$ cat src/rtl/sensor_scan_pkg.sv
// Shared definitions for the sensor-scan control unit: state codes and index-width helper.
package sensor_scan_pkg;

    typedef enum logic [3:0] {
        INICIAL     = 4'd0,
        RESET       = 4'd1,
        MEDIR       = 4'd2,
        ESPERA      = 4'd3,
        MOVE        = 4'd4,
        ENVIA       = 4'd5,
        AGUARDA_TX  = 4'd6,
        PROX_BYTE   = 4'd7,
        PROX_SENSOR = 4'd8,
        FINAL       = 4'd9,
        ERRO        = 4'd10,
        ILEGAL      = 4'hF
    } state_t;

    // Bits needed to hold 0..n-1, never less than one.
    function automatic int idx_w(input int n);
        return (n > 2) ? $clog2(n) : 1;
    endfunction

endpackage

$ cat src/rtl/sensor_scan_uc_scan_counter.sv
// Modulo-MODULO up-counter with synchronous clear, enable and terminal-count flag.
module scan_counter
    import sensor_scan_pkg::*;
#(
    parameter int MODULO = 4,
    parameter int WIDTH  = 2
) (
    input  logic             clock,
    input  logic             reset,
    input  logic             clr,
    input  logic             en,
    output logic [WIDTH-1:0] count,
    output logic             tc
);

    localparam logic [WIDTH-1:0] LAST = WIDTH'(MODULO - 1);

    assign tc = (count == LAST);

    always_ff @(posedge clock) begin
        if (reset || clr) begin
            count <= '0;
        end else if (en) begin
            count <= tc ? '0 : count + WIDTH'(1);
        end
    end

endmodule

$ cat src/rtl/sensor_scan_uc.sv
// Scan/servo/serial sequencing control unit. Optional TX timeout to ERRO is built
// only when UC_TX_TIMEOUT_EN is defined.
module sensor_scan_uc
    import sensor_scan_pkg::*;
#(
    parameter int N_SENSORS        = 3,
    parameter int BYTES_PER_SENSOR = 4,
    parameter int SETTLE_CYCLES    = 50000000,
    parameter int TX_TIMEOUT       = 1000000
) (
    input  logic                                clock,
    input  logic                                reset,
    input  logic                                jogar,
    input  logic                                continuo,
    input  logic                                parar,
    input  logic                                pronto_serial,
    output logic                                zera_sensor,
    output logic                                zera_serial,
    output logic                                zera_servos,
    output logic                                zera_disc,
    output logic                                medir,
    output logic                                carrega_disc,
    output logic                                partida_tx,
    output logic [idx_w(N_SENSORS)-1:0]         sensor_idx,
    output logic [idx_w(BYTES_PER_SENSOR)-1:0]  byte_idx,
    output logic                                pronto,
    output logic                                erro_timeout,
    output logic [3:0]                          db_estado
);

    localparam int SW = idx_w(N_SENSORS);
    localparam int BW = idx_w(BYTES_PER_SENSOR);
    localparam int TW = idx_w(SETTLE_CYCLES);

    state_t          state;
    logic            settle_tc, byte_tc, sensor_tc, to_tc;
    logic [TW-1:0]   settle_cnt;
    logic            unused_cnt;

    scan_counter #(.MODULO(SETTLE_CYCLES), .WIDTH(TW)) u_settle (
        .clock(clock), .reset(reset),
        .clr(state == MEDIR), .en(state == ESPERA),
        .count(settle_cnt), .tc(settle_tc)
    );

    // Byte index only advances when not already on the last byte of the sensor.
    scan_counter #(.MODULO(BYTES_PER_SENSOR), .WIDTH(BW)) u_byte (
        .clock(clock), .reset(reset),
        .clr(state == RESET || state == PROX_SENSOR),
        .en(state == PROX_BYTE && !byte_tc),
        .count(byte_idx), .tc(byte_tc)
    );

    scan_counter #(.MODULO(N_SENSORS), .WIDTH(SW)) u_sensor (
        .clock(clock), .reset(reset),
        .clr(state == RESET || state == FINAL),
        .en(state == PROX_SENSOR && !sensor_tc),
        .count(sensor_idx), .tc(sensor_tc)
    );

`ifdef UC_TX_TIMEOUT_EN
    localparam int OW = idx_w(TX_TIMEOUT);
    logic [OW-1:0] to_cnt;

    scan_counter #(.MODULO(TX_TIMEOUT), .WIDTH(OW)) u_timeout (
        .clock(clock), .reset(reset),
        .clr(state == ENVIA), .en(state == AGUARDA_TX),
        .count(to_cnt), .tc(to_tc)
    );
    assign unused_cnt = ^{settle_cnt, to_cnt};
`else
    assign to_tc      = 1'b0;
    assign unused_cnt = ^{settle_cnt, (TX_TIMEOUT > 0)};
`endif

    always_ff @(posedge clock) begin
        if (reset) begin
            state <= INICIAL;
        end else begin
            case (state)
                INICIAL:     if (jogar) state <= RESET;
                RESET:       state <= MEDIR;
                MEDIR:       state <= ESPERA;
                ESPERA:      if (settle_tc) state <= MOVE;
                MOVE:        state <= ENVIA;
                ENVIA:       state <= AGUARDA_TX;
                // A done pulse in the terminal timeout cycle still counts as success.
                AGUARDA_TX:  if (pronto_serial) state <= PROX_BYTE;
                             else if (to_tc) state <= ERRO;
                PROX_BYTE:   state <= byte_tc ? PROX_SENSOR : ENVIA;
                PROX_SENSOR: state <= sensor_tc ? FINAL : ENVIA;
                FINAL:       state <= (continuo && !parar) ? MEDIR : INICIAL;
                ERRO:        if (jogar) state <= RESET;
                default:     state <= INICIAL;
            endcase
        end
    end

    always_comb begin
        zera_sensor  = 1'b0;
        zera_serial  = 1'b0;
        zera_servos  = 1'b0;
        zera_disc    = 1'b0;
        medir        = 1'b0;
        carrega_disc = 1'b0;
        partida_tx   = 1'b0;
        pronto       = 1'b0;
        erro_timeout = 1'b0;
        db_estado    = state;
        case (state)
            INICIAL, ESPERA, AGUARDA_TX, PROX_BYTE, PROX_SENSOR: ;
            RESET: begin
                zera_sensor = 1'b1;
                zera_serial = 1'b1;
                zera_servos = 1'b1;
                zera_disc   = 1'b1;
            end
            MEDIR:  medir        = 1'b1;
            MOVE:   carrega_disc = 1'b1;
            ENVIA:  partida_tx   = 1'b1;
            FINAL:  pronto       = 1'b1;
`ifdef UC_TX_TIMEOUT_EN
            ERRO:   erro_timeout = 1'b1;
`else
            ERRO: ;
`endif
            default: db_estado = 4'hF;
        endcase
    end

endmodule

$ cat config.mk
export PLATFORM = sky130hd
export DESIGN_NAME = sensor_scan_uc
export DESIGN_NICKNAME = d
export VERILOG_FILES = /design/src/rtl/sensor_scan_pkg.sv /design/src/rtl/sensor_scan_uc_scan_counter.sv /design/src/rtl/sensor_scan_uc.sv
export SDC_FILE = /design/constraint.sdc
export NUM_CORES = 1
export LEC_CHECK = 0
export ABC_AREA = 1
export BUFFER_PORTS_ARGS = -buffer_cell sky130_fd_sc_hd__buf_2
export CAP_MARGIN = 20
export CORE_AREA = 2 2 64 72
export DETAILED_ROUTE_END_ITERATION = 6
export DIE_AREA = 0 0 66 74
export PLACE_DENSITY = 0.79
export SYNTH_ARGS = -nofsm -noshare
export SYNTH_HDL_FRONTEND = slang
export SYNTH_SLANG_ARGS = --single-unit
$ cat constraint.sdc
create_clock -name clock -period 1.27 [get_ports clock]
set_input_delay 0.254 -clock clock [delete_from_list [all_inputs] [get_ports clock]]
set_output_delay 0.254 -clock clock [all_outputs]
set_load 0.02 [all_outputs]
Word-level counts from Yosys, hierarchy flattened
Cells that the tools add are included.
{"block": "totals", "output_inout_bits": 17, "input_bits": 6, "elab_cells": 54, "register_bits": 34}
{"block": "classes", "add_sub_neg": 3, "n_reduce_logical": 15, "eq_ne": 16, "mux": 16}
{"cell": "case mux 4 bit (10 select lines)", "count": 1}
{"cell": "adder 26 x 1 -> 26 bit (second input constant)", "count": 1}
{"cell": "equality test 26 bit (second input constant)", "count": 1}
{"cell": "two-way mux 26 bit", "count": 1}
{"cell": "two-way mux 4 bit", "count": 6}
{"cell": "equality test 4 x 3 -> 1 bit (second input constant)", "count": 4}
{"cell": "equality test 4 bit (second input constant)", "count": 3}
{"cell": "OR reduction 11 bit", "count": 1}
{"cell": "equality test 4 x 2 -> 1 bit (second input constant)", "count": 2}
{"cell": "two-way mux 2 bit", "count": 3}
{"cell": "logical OR 1 bit", "count": 5}
{"cell": "two-way mux 1 bit", "count": 5}
{"cell": "adder 2 x 1 -> 2 bit (second input constant)", "count": 2}
{"cell": "equality test 2 bit (second input constant)", "count": 2}
{"cell": "equality test 4 x 1 -> 1 bit (second input constant)", "count": 1}
{"cell": "zero test 4 bit", "count": 1}
{"cell": "!= test 2 bit (second input constant)", "count": 2}
{"cell": "logical AND 1 bit", "count": 3}
{"cell": "zero test 1 bit", "count": 3}
{"cell": "AND reduction 3 bit", "count": 1}
{"cell": "!= test 2 x 1 -> 1 bit (second input constant)", "count": 1}
{"cell": "OR reduction 2 bit", "count": 1}

Logic depth before layout (Yosys ltp)
{"block": "depth", "depth_word": 4, "ltp_mapped": 11, "mapped_depth_nobuf": 11}

Modules after synthesis
Synthesis repeated with hierarchy kept, for this count alone.
{"block": "hier_totals", "hier_cells": 335, "area_unflattened_um2": 2163.3}
{"module": "scan_counter at u_settle", "instances": 1, "seq_area_each_um2": 520.5, "cells_per_inst": 223, "area_each_um2": 1525.2}
{"module": "sensor_scan_uc", "instances": 1, "seq_area_each_um2": 80.1, "cells_per_inst": 85, "area_each_um2": 454.2}
{"module": "scan_counter at u_byte", "instances": 1, "seq_area_each_um2": 40.0, "cells_per_inst": 14, "area_each_um2": 97.6}
{"module": "scan_counter at u_sensor", "instances": 1, "seq_area_each_um2": 40.0, "cells_per_inst": 13, "area_each_um2": 86.3}

Least setup slack after synthesis
OpenSTA, ideal clock, no wires.
{"block": "synth_timing", "kind": "register to output", "start": "reg state[3]", "end": "out zera_sensor", "n_path_buf": 1, "slack_ns": -0.168, "path_stages_with_launch": 5, "arrival_time_ns": 1.184, "required_ns": 1.016, "path_cell_list": "dfxtp_1 -> inv_2 -> nand2_2 -> nor2_1 -> buf_4"}
{"block": "synth_via", "elab_chain_len": 2}
{"item": "start: declaration", "line_no": "sensor_scan_uc.sv:35", "rtl": "state_t state;"}
{"item": "start signal: assignment", "line_no": "sensor_scan_uc.sv:90", "rtl": "PROX_BYTE: state <= byte_tc ? PROX_SENSOR : ENVIA;"}
{"item": "start signal: assignment", "line_no": "sensor_scan_uc.sv:91", "rtl": "PROX_SENSOR: state <= sensor_tc ? FINAL : ENVIA;"}
{"item": "start signal: assignment", "line_no": "sensor_scan_uc.sv:92", "rtl": "FINAL: state <= (continuo && !parar) ? MEDIR : INICIAL;"}
{"item": "equality test 4 x 1 -> 1 bit"}
{"item": "two-way mux 1 bit"}
{"item": "end: declaration", "line_no": "sensor_scan_uc.sv:17", "rtl": "output logic zera_sensor,"}
No other way between the ends.

Worst setup path in the final report
{"block": "layout_timing", "start": "reg state[2]", "end": "reg state[0]"}
{"block": "layout_via", "elab_chain_len": 4, "word_cells_on_any_way": 17, "classes_between": "13 x eq/ne; 1 x mux; 3 x reduce/logical"}
{"item": "equality test 4 bit / zero test 4 bit (equally long branches)", "line_no": "sensor_scan_uc.sv:80", "rtl": "case (state)"}
{"item": "OR reduction 2 bit (no line)"}
{"item": "!= test 2 x 1 -> 1 bit (no line)"}
{"item": "AND reduction 3 bit (no line)"}
Several ways; a longest one is shown, not always the timed one.
A chain may end at the register's enable or synchronous reset.

==> insert_results.sql <==
INSERT INTO impl_metrics (metric_group, metric, value, unit) VALUES
('status', 'failed_checks', 'setup timing', ''),
('synth', 'ys_async_sr_fraction', '0', ''),
('synth', 'syn_area', '0.00212', 'sq mm'),
('detailed_routing', 'detailedRoute.firstPassIterationCount', '5', ''),
('synth', 'synth.yosys.warnings', '0', ''),
('clocking', 'htree_levels', '2', ''),
('finish', 'antenna_cells', '0', ''),
('hold_path', 'min_path_type', 'input port to flip-flop', ''),
('detailed_routing', 'drcViolationCount', '0', ''),
('finish', 'post_layout_nonfiller_instances', '506', ''),
('synth', 'complex_gate_fraction_of_the_synthesized_area', '0.0650', ''),
('synth', 'synth_area_leaders', 'dfxtp_1, nand2_1, nor2_1', ''),
('detailed_routing', 'vias_per_cell', '5.99', ''),
('synth', 'synth-main-ff-cell', 'dfxtp_1', ''),
('die', 'die_width', '66', 'um'),
('global_route', 'gr-total-overflow', '0', ''),
('die', 'core.rowCount', '25', ''),
('synth', 'yosys.area_share.simple', '0.445', ''),
('synth', 'synth.most_common_cell', 'nand2_1', ''),
('synth', 'syn_avg_cell_area', '6.42', 'sq um'),
('detailed_routing', 'num_vias', '3032', ''),
('synth', 'netlist_top_cells_count', 'nand2_1, nor2_1, inv_1, dfxtp_1, nand3_1', ''),
('detailed_routing', 'drtIter0Drc', '320', ''),
('detailed_routing', 'totalWireLength', '10700', 'um'),
('placed_design', 'dp_cells', '466', ''),
('synth', 'ys_types', '33', ''),
('clocking', 'cts_tree', 'yes', ''),
('placed_design', 'place_congestion', '0.885', ''),
('die', 'dieHeight', '74', 'um'),
('synth', 'seq_area_frac_synth', '0.321', ''),
('run', 'max_cap_viol_count', '0', ''),
('finish', 'areaGrowthSynthToFinish', '80.6', '%'),
('synth', 'synth.mux.area_fraction', '0', ''),
('power_and_ir_drop', 'fin_total_pwr', '5.87', 'mW'),
('global_route', 'number_of_antenna_violations_at_the_first_check_in_global_routing', '0', ''),
('global_route', 'wire_length_of_the_first_global_routing_pass', '13700', 'um'),
('power_and_ir_drop', 'power_per_cell_area', '1530', 'mW/mm^2'),
('die', 'placeableCoreArea', '0.00419', 'sq mm'),
('synth', 'synth_top_family_by_area', 'simple AND/OR/NAND/NOR gates', ''),
('setup_path', 'worst-endpoint-arrival', '1.90', 'ns'),
('placed_design', 'buffer_ports.inserted', '21', ''),
('clocking', 'clock_insertion_delay_worst_skew', '0.31', 'ns'),
('sta', 'fin_ws', '-0.426', 'ns'),
('detailed_routing', 'post_detailed_route_count_of_antenna_violating_nets', '0', ''),
('synth', 'ys_ff_latch', '34', ''),
('synth', 'synthCells', '330', ''),
('status', 'run_status', 'finished with violations', ''),
('setup_path', 'setup_crit_start_kind', 'flip-flop', ''),
('sta', 'portion_of_the_clock_cycle_consumed_by_the_worst_path_in_the_final_layout', '1.34', ''),
('placed_design', 'hpwlAfterDp', '4310', 'um'),
('clocking', 'post_cts_hold_buffer_count', '0', ''),
('sta', 'setup_total_negative_slack', '-12.30', 'ns'),
('sta', 'rsz0062_at_grt', 'yes', ''),
('sta', 'timing_hold_violations_final', '0', ''),
('finish', 'fin_nets', '459', ''),
('power_and_ir_drop', 'cellLeakagePower', '1.85', 'nW'),
('setup_path', 'worstSetupPathType', 'flip-flop to flip-flop', ''),
('sta', 'clock-skew-final', '0.0133', 'ns'),
('synth', 'synth_top_cell_area_share', '0.321', ''),
('synth', 'synth_xor_area_frac', '0.0496', ''),
('clocking', 'clk_path_buf_depth', '2', ''),
('sta', 'setup_viol', '46', ''),
('synth', 'synth.largest_area_cell', 'dfxtp_1', ''),
('clocking', 'worst_setup_hold_path_clk_slew', '0.09', 'ns'),
('clocking', 'numCtsBuffers', '5', ''),
('finish', 'finalCoreUtilization', '0.913', ''),
('finish', 'drive_gt1_frac', '0.571', ''),
('synth', 'synth-edff-count', '0', ''),
('die', 'die_area', '0.00488', 'sq mm'),
('sta', 'drv_slew', '0', ''),
('synth', 'synthesis.nets', '338', '');
==> where the power goes <==
| part | internal, mW | switching [mW] | leakage (nW) |
|---|---|---|---|
| Clock | 0.439 | 0.464 | 0.0482 |
| Combinational | 1.49 | 2.13 | 1.51 |
| Sequential | 1.17 | 0.173 | 0.286 |
==> flip-flops by register name (all words and copies together) (netlist names) <==
register / count
state: 4
u_sensor.count: 2
u_byte.count: 2
u_settle.count: 26
==> final timing paths <==
kind	startpoint	end	slack, ns	cells after the start
setup / recovery	state[2]	state[0]	-0.43	9
hold / removal	reset	state[2]	0.22	2
setup reg to reg	state[2]	state[0]	-0.43	9
hold reg to reg	u_byte.count[0]	u_byte.count[0]	0.53	2
==> metal layers <==
| metal | routed length [um] | up-vias | GRT usage |
|---|---|---|---|
| met5 | 0 | - | 0 |
| met1 | 3580 | 1406 | 0.366 |
| met4 | 1130 | 0 | 0.304 |
| met2 | 4970 | 243 | 0.661 |
| li1 | - | 1270 | - |
| met3 | 987 | 113 | 0.144 |
==> cell type report <==
| class | instances | area, sq um |
|---|---|---|
| clock buffer | 7 | 86.3 |
| multi-input combinational | 242 | 1730 |
| sequential | 34 | 718 |
| inverter | 50 | 223 |
| clock inverter | 1 | 5.00 |
| tap | 54 | 67.6 |
| timing repair buffer | 118 | 1000 |
| fill | 164 | 365 |
==> layout by cell type (no fill, tap or decap), drive strengths merged <==
master  count
nand2      92
a21oi      10
inv        49
clkbuf      7
nand3b      1
dfxtp      34
o21bai      2
nor2       68
xor2       10
o21ai       8
xnor2       2
a211oi      1
clkinv      2
nand3      24
conb        1
o21a        1
buf       118
nor3        9
nand4       9
a31oi       1
ha          2
or2         1
==> kinds of logic after synthesis <==
group | Yosys count
fa+ha+maj | 2
buf+inv | 55
flops | 34
xor+xnor | 12
compound gates | 23
other cells | 1
simple gates | 203
==> worst max-delay path, stage by stage (launching register included) <==
cell      delay, ns
dfxtp_4        0.41
inv_8          0.06
buf_4          0.13
buf_4          0.14
nand3_4        0.11
nand2_1        0.12
nor2_1         0.15
nand4_1        0.19
o21bai_1       0.21
inv_1          0.07
==> per-stage QoR <==
| step | worst slack [ns] | hold slack (ns) | area (sq um) |
|---|---|---|---|
| after floorplan | -0.0288 | 0.323 | 2170 |
| after global placement | -0.175 | 0.461 | 2800 |
| after detailed placement | -0.207 | 0.469 | 2800 |
| after CTS | -0.191 | 0.204 | 3470 |
| after global routing | -0.679 | 0.220 | 3830 |
| final | -0.426 | 0.221 | 3830 |
==> repair_timing <==
| action | in CTS | in global routing |
|---|---|---|
| endpoints found under the setup margin | 43 | 46 |
| cloned | 1 | 0 |
| pin swaps | 32 | 39 |
| setup buffers | 27 | 7 |
| gates resized for setup | 116 | 82 |
(Power assumes the default switching activity.)
